$ cat src/rtl/multicycle_controller_if.sv
// Control bundle between the multicycle controller (master) and its datapath (slave).
// The instruction and the datapath status flags flow in; the mux selects and strobes flow out.
interface multicycle_controller_if #(
    parameter int ALU_CTRL_W = 4
);
    logic [31:0]           instr;
    logic                  alu_zero;
    logic                  mem_ready;
    logic                  pc_write;
    logic                  ir_write;
    logic                  adr_src;
    logic                  memread;
    logic                  memwrite;
    logic                  regwrite;
    logic [1:0]            alu_src_a;
    logic [1:0]            alu_src_b;
    logic [ALU_CTRL_W-1:0] alu_control;
    logic [2:0]            imm_sel;
    logic [1:0]            result_src;
    logic                  illegal_instr;

    modport master (
        input  instr, alu_zero, mem_ready,
        output pc_write, ir_write, adr_src, memread, memwrite, regwrite,
               alu_src_a, alu_src_b, alu_control, imm_sel, result_src, illegal_instr
    );

    modport slave (
        output instr, alu_zero, mem_ready,
        input  pc_write, ir_write, adr_src, memread, memwrite, regwrite,
               alu_src_a, alu_src_b, alu_control, imm_sel, result_src, illegal_instr
    );
endinterface

$ cat src/rtl/multicycle_controller.sv
// Multicycle RV32I-subset control FSM: sequences fetch, decode, execute, memory and
// writeback, and parks in a trap state on unsupported instructions until reset.
module multicycle_controller #(
    parameter int MEM_HANDSHAKE = 1,
    parameter int ALU_CTRL_W    = 4
) (
    input  logic                    clk,
    input  logic                    reset,
    multicycle_controller_if.master bus
);
    localparam logic [2:0] S_FETCH     = 3'd0;
    localparam logic [2:0] S_DECODE    = 3'd1;
    localparam logic [2:0] S_EXECUTE   = 3'd2;
    localparam logic [2:0] S_MEM       = 3'd3;
    localparam logic [2:0] S_WRITEBACK = 3'd4;
    localparam logic [2:0] S_TRAP      = 3'd5;

    localparam logic [6:0] OP_LOAD   = 7'b0000011;
    localparam logic [6:0] OP_STORE  = 7'b0100011;
    localparam logic [6:0] OP_R      = 7'b0110011;
    localparam logic [6:0] OP_I      = 7'b0010011;
    localparam logic [6:0] OP_BRANCH = 7'b1100011;
    localparam logic [6:0] OP_JAL    = 7'b1101111;
    localparam logic [6:0] OP_JALR   = 7'b1100111;
    localparam logic [6:0] OP_LUI    = 7'b0110111;
    localparam logic [6:0] OP_AUIPC  = 7'b0010111;

    localparam logic [3:0] ALU_ADD  = 4'd0;
    localparam logic [3:0] ALU_SUB  = 4'd1;
    localparam logic [3:0] ALU_AND  = 4'd2;
    localparam logic [3:0] ALU_OR   = 4'd3;
    localparam logic [3:0] ALU_SLT  = 4'd4;
    localparam logic [3:0] ALU_XOR  = 4'd5;
    localparam logic [3:0] ALU_SLTU = 4'd6;
    localparam logic [3:0] ALU_SLL  = 4'd7;
    localparam logic [3:0] ALU_SRL  = 4'd8;
    localparam logic [3:0] ALU_SRA  = 4'd9;

    localparam logic [2:0] IMM_I = 3'd0;
    localparam logic [2:0] IMM_S = 3'd1;
    localparam logic [2:0] IMM_B = 3'd2;
    localparam logic [2:0] IMM_J = 3'd3;
    localparam logic [2:0] IMM_U = 3'd4;

    logic [2:0] state_q, state_d;
    logic [6:0] opcode;
    logic [2:0] funct3;
    logic       alt_op;
    logic       mem_done;
    logic       legal_op;
    logic       br_taken;
    logic [3:0] arith_op;
    logic       unused_instr_bits;

    logic       pc_write, ir_write, adr_src, memread, memwrite, regwrite;
    logic [1:0] alu_src_a, alu_src_b, result_src;
    logic [3:0] alu_op;
    logic [2:0] imm_sel;

    assign opcode   = bus.instr[6:0];
    assign funct3   = bus.instr[14:12];
    assign alt_op   = bus.instr[30];
    assign mem_done = (MEM_HANDSHAKE == 0) || bus.mem_ready;
    assign unused_instr_bits = ^{bus.instr[31], bus.instr[29:15], bus.instr[11:7]};

    always_comb begin
        legal_op = 1'b0;
        case (opcode)
            OP_LOAD, OP_STORE, OP_R, OP_I, OP_BRANCH,
            OP_JAL, OP_JALR, OP_LUI, OP_AUIPC: legal_op = 1'b1;
            default:                           legal_op = 1'b0;
        endcase
    end

    // Shared by R-type and I-arith; the R-type subtract case is layered on top.
    always_comb begin
        arith_op = ALU_ADD;
        case (funct3)
            3'b000:  arith_op = ALU_ADD;
            3'b001:  arith_op = ALU_SLL;
            3'b010:  arith_op = ALU_SLT;
            3'b011:  arith_op = ALU_SLTU;
            3'b100:  arith_op = ALU_XOR;
            3'b101:  arith_op = alt_op ? ALU_SRA : ALU_SRL;
            3'b110:  arith_op = ALU_OR;
            default: arith_op = ALU_AND;
        endcase
    end

    always_comb begin
        br_taken = 1'b0;
        case (funct3)
            3'b000, 3'b101, 3'b111: br_taken = bus.alu_zero;
            3'b001, 3'b100, 3'b110: br_taken = !bus.alu_zero;
            default:                br_taken = 1'b0;
        endcase
    end

    always_comb begin
        state_d    = state_q;
        pc_write   = 1'b0;
        ir_write   = 1'b0;
        adr_src    = 1'b0;
        memread    = 1'b0;
        memwrite   = 1'b0;
        regwrite   = 1'b0;
        alu_src_a  = 2'd0;
        alu_src_b  = 2'd0;
        alu_op     = ALU_ADD;
        imm_sel    = IMM_I;
        result_src = 2'd0;
        case (state_q)
            S_FETCH: begin
                memread   = 1'b1;
                alu_src_b = 2'd2;
                if (mem_done) begin
                    ir_write = 1'b1;
                    pc_write = 1'b1;
                    state_d  = S_DECODE;
                end
            end
            S_DECODE: begin
                alu_src_a = 2'd1;
                alu_src_b = 2'd1;
                imm_sel   = IMM_B;
                state_d   = legal_op ? S_EXECUTE : S_TRAP;
            end
            S_EXECUTE: begin
                state_d = S_WRITEBACK;
                case (opcode)
                    OP_R: begin
                        alu_src_a = 2'd2;
                        alu_op    = (funct3 == 3'b000 && alt_op) ? ALU_SUB : arith_op;
                    end
                    OP_I: begin
                        alu_src_a = 2'd2;
                        alu_src_b = 2'd1;
                        alu_op    = arith_op;
                    end
                    OP_LOAD, OP_STORE: begin
                        alu_src_a = 2'd2;
                        alu_src_b = 2'd1;
                        imm_sel   = (opcode == OP_STORE) ? IMM_S : IMM_I;
                        state_d   = S_MEM;
                    end
                    OP_BRANCH: begin
                        if (funct3[2:1] == 2'b01) begin
                            state_d = S_TRAP;
                        end else begin
                            alu_src_a = 2'd2;
                            alu_op    = funct3[2] ? (funct3[1] ? ALU_SLTU : ALU_SLT) : ALU_SUB;
                            pc_write  = br_taken;
                            state_d   = S_FETCH;
                        end
                    end
                    OP_JAL: begin
                        alu_src_a = 2'd1;
                        alu_src_b = 2'd1;
                        imm_sel   = IMM_J;
                        pc_write  = 1'b1;
                    end
                    OP_JALR: begin
                        alu_src_a = 2'd2;
                        alu_src_b = 2'd1;
                        pc_write  = 1'b1;
                    end
                    OP_LUI: imm_sel = IMM_U;
                    OP_AUIPC: begin
                        alu_src_a = 2'd1;
                        alu_src_b = 2'd1;
                        imm_sel   = IMM_U;
                    end
                    default: state_d = S_TRAP;
                endcase
            end
            S_MEM: begin
                adr_src  = 1'b1;
                memread  = (opcode == OP_LOAD);
                memwrite = (opcode == OP_STORE);
                if (mem_done) state_d = (opcode == OP_STORE) ? S_FETCH : S_WRITEBACK;
            end
            S_WRITEBACK: begin
                regwrite = 1'b1;
                case (opcode)
                    OP_LOAD:         result_src = 2'd1;
                    OP_JAL, OP_JALR: result_src = 2'd2;
                    OP_LUI:          result_src = 2'd3;
                    default:         result_src = 2'd0;
                endcase
                state_d = S_FETCH;
            end
            S_TRAP:  state_d = S_TRAP;
            default: state_d = S_FETCH;
        endcase
    end

    always_ff @(posedge clk) begin
        if (reset) state_q <= S_FETCH;
        else       state_q <= state_d;
    end

    // Strobes are suppressed while reset is held, so an interrupted store never writes.
    assign bus.pc_write      = pc_write & ~reset;
    assign bus.ir_write      = ir_write & ~reset;
    assign bus.memwrite      = memwrite & ~reset;
    assign bus.regwrite      = regwrite & ~reset;
    assign bus.memread       = memread;
    assign bus.adr_src       = adr_src;
    assign bus.alu_src_a     = alu_src_a;
    assign bus.alu_src_b     = alu_src_b;
    assign bus.alu_control   = ALU_CTRL_W'(alu_op);
    assign bus.imm_sel       = imm_sel;
    assign bus.result_src    = result_src;
    assign bus.illegal_instr = (state_q == S_TRAP);
endmodule

$ cat src/flat_wrapper.sv
// flat-port wrapper written by rule: the top's interface ports become plain ports
module multicycle_controller_flat 
#(
    parameter int MEM_HANDSHAKE = 1,
    parameter int ALU_CTRL_W    = 4
)
  (clk, reset, bus_instr, bus_alu_zero, bus_mem_ready, bus_pc_write, bus_ir_write, bus_adr_src, bus_memread, bus_memwrite, bus_regwrite, bus_alu_src_a, bus_alu_src_b, bus_alu_control, bus_imm_sel, bus_result_src, bus_illegal_instr);
  multicycle_controller_if #(.ALU_CTRL_W(ALU_CTRL_W)) bus_i ();
  input  logic clk;
  input  logic reset;
  input wire logic [$bits(bus_i.instr)-1:0] bus_instr;
  input wire logic [$bits(bus_i.alu_zero)-1:0] bus_alu_zero;
  input wire logic [$bits(bus_i.mem_ready)-1:0] bus_mem_ready;
  output wire logic [$bits(bus_i.pc_write)-1:0] bus_pc_write;
  output wire logic [$bits(bus_i.ir_write)-1:0] bus_ir_write;
  output wire logic [$bits(bus_i.adr_src)-1:0] bus_adr_src;
  output wire logic [$bits(bus_i.memread)-1:0] bus_memread;
  output wire logic [$bits(bus_i.memwrite)-1:0] bus_memwrite;
  output wire logic [$bits(bus_i.regwrite)-1:0] bus_regwrite;
  output wire logic [$bits(bus_i.alu_src_a)-1:0] bus_alu_src_a;
  output wire logic [$bits(bus_i.alu_src_b)-1:0] bus_alu_src_b;
  output wire logic [$bits(bus_i.alu_control)-1:0] bus_alu_control;
  output wire logic [$bits(bus_i.imm_sel)-1:0] bus_imm_sel;
  output wire logic [$bits(bus_i.result_src)-1:0] bus_result_src;
  output wire logic [$bits(bus_i.illegal_instr)-1:0] bus_illegal_instr;
  assign bus_i.instr = bus_instr;
  assign bus_i.alu_zero = bus_alu_zero;
  assign bus_i.mem_ready = bus_mem_ready;
  assign bus_pc_write = bus_i.pc_write;
  assign bus_ir_write = bus_i.ir_write;
  assign bus_adr_src = bus_i.adr_src;
  assign bus_memread = bus_i.memread;
  assign bus_memwrite = bus_i.memwrite;
  assign bus_regwrite = bus_i.regwrite;
  assign bus_alu_src_a = bus_i.alu_src_a;
  assign bus_alu_src_b = bus_i.alu_src_b;
  assign bus_alu_control = bus_i.alu_control;
  assign bus_imm_sel = bus_i.imm_sel;
  assign bus_result_src = bus_i.result_src;
  assign bus_illegal_instr = bus_i.illegal_instr;
  multicycle_controller #(.MEM_HANDSHAKE(MEM_HANDSHAKE), .ALU_CTRL_W(ALU_CTRL_W)) u_core (.clk(clk), .reset(reset), .bus(bus_i));
endmodule
$ cat config.mk
export PLATFORM = sky130hd
export DESIGN_NAME = multicycle_controller_flat
export DESIGN_NICKNAME = d
export VERILOG_FILES = /design/src/rtl/multicycle_controller_if.sv /design/src/rtl/multicycle_controller.sv /design/src/flat_wrapper.sv
export SDC_FILE = /design/constraint.sdc
export NUM_CORES = 1
export LEC_CHECK = 0
export ABC_AREA = 1
export BUFFER_PORTS_ARGS = -buffer_cell sky130_fd_sc_hd__buf_2
export CORE_MARGIN = 2
export CORE_UTILIZATION = 39
export CTS_CLUSTER_SIZE = 28
export DETAILED_ROUTE_END_ITERATION = 6
export PLACE_DENSITY = 0.84
export SYNTH_ARGS = -nofsm -noshare
export SYNTH_HDL_FRONTEND = slang
export SYNTH_SLANG_ARGS = --single-unit
$ cat constraint.sdc
create_clock -name clk -period 1.9 [get_ports clk]
set_clock_uncertainty 0.2 [all_clocks]
set_input_delay 0.475 -clock clk [delete_from_list [all_inputs] [get_ports clk]]
set_output_delay 0.475 -clock clk [all_outputs]
set_load 0.01 [all_outputs]
Yosys cells after proc, flatten, opt, wreduce, memory -nomap -nowiden
Index checks and enable logic that the tools add are counted.
Storage, ports and cells
  bits in registers: 3
  word-level logic and storage cells: 81
  output and inout port bits: 20
Operators by class
  equality and inequality tests: 24
  reductions and logical operators: 15
  bitwise operators: 5
  muxes and demuxes: 36
Operators by type and width (count)
  $pmux W4 S7: 1
  $eq A7 B6 Y1 const B: 3
  $eq A7 B7 Y1 const B: 3
  $eq A3 B3 Y1 const B: 6
  $pmux W2 S3: 3
  $pmux W3 S3: 2
  $mux W4: 4
  $mux W3: 5
  $pmux W3 S5: 1
  $eq A7 B5 Y1 const B: 2
  $eq A3 B2 Y1 const B: 4
  $pmux W4 S3: 1
  $reduce_or A6 Y1: 2
  $mux W1: 10
  $reduce_or A9 Y1: 1
  $pmux W1 S2: 4
  $reduce_or A2 Y1: 4
  $eq A7 B2 Y1 const B: 1
  $eq A3 B1 Y1 const B: 2
  $logic_not A3 Y1: 2
  $mux W2: 3
  $pmux W3 S2: 1
  $reduce_or A3 Y1: 2
  $reduce_or A5 Y1: 1
  other kinds (8): 12

Depth between registers and ports, before layout
  depth in word-level cells: 7
  mapped depth: 12
  depth with buffers taken out: 12

Worst setup path before layout
OpenSTA, ideal clock, no wires.
  path type: input to output
  start point: input bus_instr[1]
  end point: output bus_pc_write
  stages on the path: 8
  data arrival time: 1.295 ns
  buffers on the path: 0
  setup slack: -0.070 ns
  cell sequence: nand2_2 inv_1 nand2_2 nor2_4 o21ai_2 o21ai_1 nand2_1 a21oi_1
On the way
  word-level cells in the longest chain between the ends: 5
  elaborated cells between the ends (all ways): 7
Ends and longest elaborated chain
  start, declared: line flat_wrapper.sv:11  | input wire logic [$bits(bus_i.instr)-1:0] bus_instr;
  $eq A7 B7 Y1: line multicycle_controller.sv:130  | case (opcode)
  $reduce_or A2 Y1 (no line)
  $pmux W1 S2 (*): line multicycle_controller.sv:130
  $pmux W1 S2 (*): line multicycle_controller.sv:112  | case (state_q)
  $and A1 B1 Y1 (*): line multicycle_controller.sv:203  | assign bus.pc_write = pc_write & ~reset;
  end, declared: line flat_wrapper.sv:14  | output wire logic [$bits(bus_i.pc_write)-1:0] bus_pc_write;
Mark *: on every way between the ends. The rest lies on a longest branch, timed or not.

Final worst setup path
  start point: input bus_instr[3]
  end point: output bus_alu_control[0]
On the way
  word-level cells in the longest chain between the ends: 3
  elaborated cells between the ends (all ways): 5
Ends and longest elaborated chain
  $eq A7 B7 Y1, or another cell as far along: line multicycle_controller.sv:130
  $pmux W4 S3 (*): line multicycle_controller.sv:130
  $mux W4 (*): line multicycle_controller.sv:112
  end, declared: line flat_wrapper.sv:22  | output wire logic [$bits(bus_i.alu_control)-1:0] bus_alu_control;
Marked as above.

==> metrics.cfg <==
[detailed_routing]
vias_per_cell = 6.130
drt_wl_total_mm = 4.742
met1_length_mm = 1.665
wl_met3_um = 458
wl_met2_mm = 2.229
drtIter0Drc = 74
vias = 1459
top_layer_used = met4
drc = 0
firstDrtPassIters = 5
ant_nets = 0
wire_per_inst_um = 19.92

[clock_network]
cts-buffers-inserted = 3
root_buffer = clkbuf_4
clk_pin_slew_ns = 0.04
holdBufCountCts = 0
clock-sinks = 3
cts_tree = yes
cts_buffer_depth = 2
cts_max_level = 1
clock_latency_ns = 0.27

[timing]
finalCritPeriodShare = 1.156
hold_violations = 0
max_freq_mhz = 455.2
setup_viol = 20
worst_pin_slew_ns = 0.3208
relSlewSlack = 0.7857
rsz0062_at_grt = yes
finalCriticalPeriod_ns = 2.197
slew_violations = 0
layout_setup_ws_ns = -0.2970

[place]
post-dp-hpwl_mm = 2.182
gp_congestion = 0.8383
place_ws_ns = -0.3073
io_buffer_count = 34
dp.cells = 220

[global_route]
grt_first_pass_wirelength_mm = 5.858
grt_use_total = 0.3757
first_global_vias = 1315
grt_overflow = 0
antenna_found_initial = 0
grt_max_degree = 7

[cells_and_area]
reg_top3 = u_core.state_q x3
final_cells = 238
multi_input_comb_area_um2 = 803.3
top_register = u_core.state_q
n_fill_cell = 52
largest_reg_flops = 3
seqCellArea_um2 = 66.31
n_antenna_cell = 0
syn2layout_area_growth_pct = 127.7
final_net_count = 250
drive_gt1_frac = 0.7230
finalCoreUtilization = 0.9471

[flow_run]
maxCapViolCount = 0

[floorplan]
fp-row-count = 15
fp.coreArea_um2 = 1727
die_area_um2 = 2201
die_w_um = 46.91
ios = 56
initial_core_util = 0.4159
die_h_um = 46.91

[critical_path]
cp-end-kind = primary output
critPathMaxFanout = 5
crit_type = input pin to primary output
worstPathRequired_ns = 1.22
cp_data_arrival_time_ns = 1.52
cp-start-kind = input pin

[synthesis]
syn-num-nets = 168
synth.cell_area_um2 = 718.2
synth-seq-cells = 3
synth.distinct_cells = 26
synthTopCellsByArea = nand2_1 (13%), inv_1 (9.9%), nor2_1 (9.9%)
yosysTopAreaCellShare = 0.1307
yosys_warnings = 0
ys_seq_area_frac = 0.08362
synthCells = 132
yosys.area.top_type = nand2_1
avgSynthCellArea_um2 = 5.441

[outcome]
status = finished, violations left
violations = setup timing

[power_and_ir_drop]
vdd_drop_max_mv = 0.2941
power_density_nw_per_um2 = 372.8
leakage_nw = 0.8099

[min_path]
worstHoldPathType = input pin to flip-flop

==> cells in the mapped netlist <==
library cell and n:
a211oi_2 1, a21oi_1 9, a21oi_2 1, a31oi_1 1
a32oi_1 1, dfxtp_1 3, inv_1 19, inv_2 5
nand2_1 25, nand2_2 6, nand2_4 1, nand3_1 9
nand3_2 3, nand3_4 1, nand3b_1 1, nand4_1 1
nor2_1 19, nor2_2 5, nor2_4 1, nor3_1 4
nor3_4 1, o21ai_0 9, o21ai_1 2, o21ai_2 2
or3_1 1, xnor2_1 1
==> stage by stage <==
stage               area [um2]  setup TNS (ns)  hold WS [ns]  power, mW
floorplan                737.0               0        0.4304     0.2063
global placement          1156          -1.778        0.5381     0.3154
detailed placement        1156          -2.449        0.5860     0.3293
CTS                       1474          -1.471        0.3760     0.5088
global route              1635          -4.228        0.4366     0.6248
finish                    1635          -3.543        0.3904     0.6097
==> routing by layer <==
layer	GRT usage	vias to the layer above
li1	-	601
met1	0.3790	662
met2	0.6986	142
met3	0.1038	54
met4	0.1889	0
met5	0	-
==> kinds of logic after synthesis <==
logic type / count (synthesis) / share of synthesized area
DFF: 3 / 0.08363
AOI/OAI and AO/OA: 26 / 0.2143
and+or+nand+nor: 78 / 0.5645
buffers and inverters: 24 / 0.1254
xor gates and xnor gates: 1 / 0.01220
==> layout by cell type (no fill, tap or decap) <==
master	netlist	layout
a32oi_1	1	1
clkbuf_4	0	3
inv_1	19	10
nor2_2	5	4
nand3b_1	1	1
buf_6	0	14
nor3_2	0	2
buf_2	0	24
a211oi_2	1	1
o21ai_2	2	5
inv_4	0	3
buf_12	0	1
a21oi_2	1	6
o21ai_0	9	2
o21ai_1	2	6
nor3_4	1	2
a21oi_1	9	4
dfxtp_4	0	1
inv_6	0	1
dfxtp_2	0	2
nand3_2	3	5
nand4_1	1	1
inv_2	5	10
clkbuf_1	0	1
nor2_1	19	9
xnor2_2	0	1
buf_4	0	35
buf_8	0	3
a31oi_1	1	1
nand2_1	25	17
nor2_4	1	12
or3_1	1	1
nand2_8	0	1
nand2_4	1	4
nand3_4	1	4
nand3_1	9	4
nand2_2	6	10
nor3_1	4	1
==> critical path: stages <==
cell	delay [ns]
buf_8	0.11
nor2_4	0.13
nand2_4	0.10
nor2_4	0.13
buf_4	0.13
buf_6	0.09
nand3_1	0.06
a21oi_1	0.14
buf_2	0.15
==> path summary, 6_finish.rpt <==
kind / start / to / slack (ns) / depth (start not counted)
worst max-delay path: bus_instr[3] / bus_alu_control[0] / -0.30 / 9
worst min-delay path: bus_mem_ready / u_core.state_q[1] / 0.39 / 3
worst max register to register: u_core.state_q[2] / u_core.state_q[0] / 0.27 / 7
worst min register to register: u_core.state_q[2] / u_core.state_q[1] / 0.64 / 4
==> final cells by class <==
| cell class | count | area share |
|---|---|---|
| timing repair buffer | 77 | 0.3703 |
| inverter | 24 | 0.06274 |
| tap | 25 | 0.01913 |
| clock buffer | 4 | 0.01607 |
| multi-input combinational | 105 | 0.4912 |
| sequential | 3 | 0.04055 |
==> power by group <==
group	internal [mW]	total, mW	switching (mW)
Clock	0.0803	0.138	0.0581
Combinational	0.165	0.383	0.218
Sequential	0.0722	0.0884	0.0161
Total	0.318	0.610	0.292
==> timing repair <==
| item | 4_1_cts | 5_1_grt |
|---|---|---|
| setup buffers | 11 | 3 |
| endpoints found under the hold margin | 0 | 0 |
| resized for setup | 68 | 31 |
| setup endpoints to repair | 17 | 17 |
| pin swaps | 22 | 9 |
Note: power is estimated with default switching activity, not from simulation.
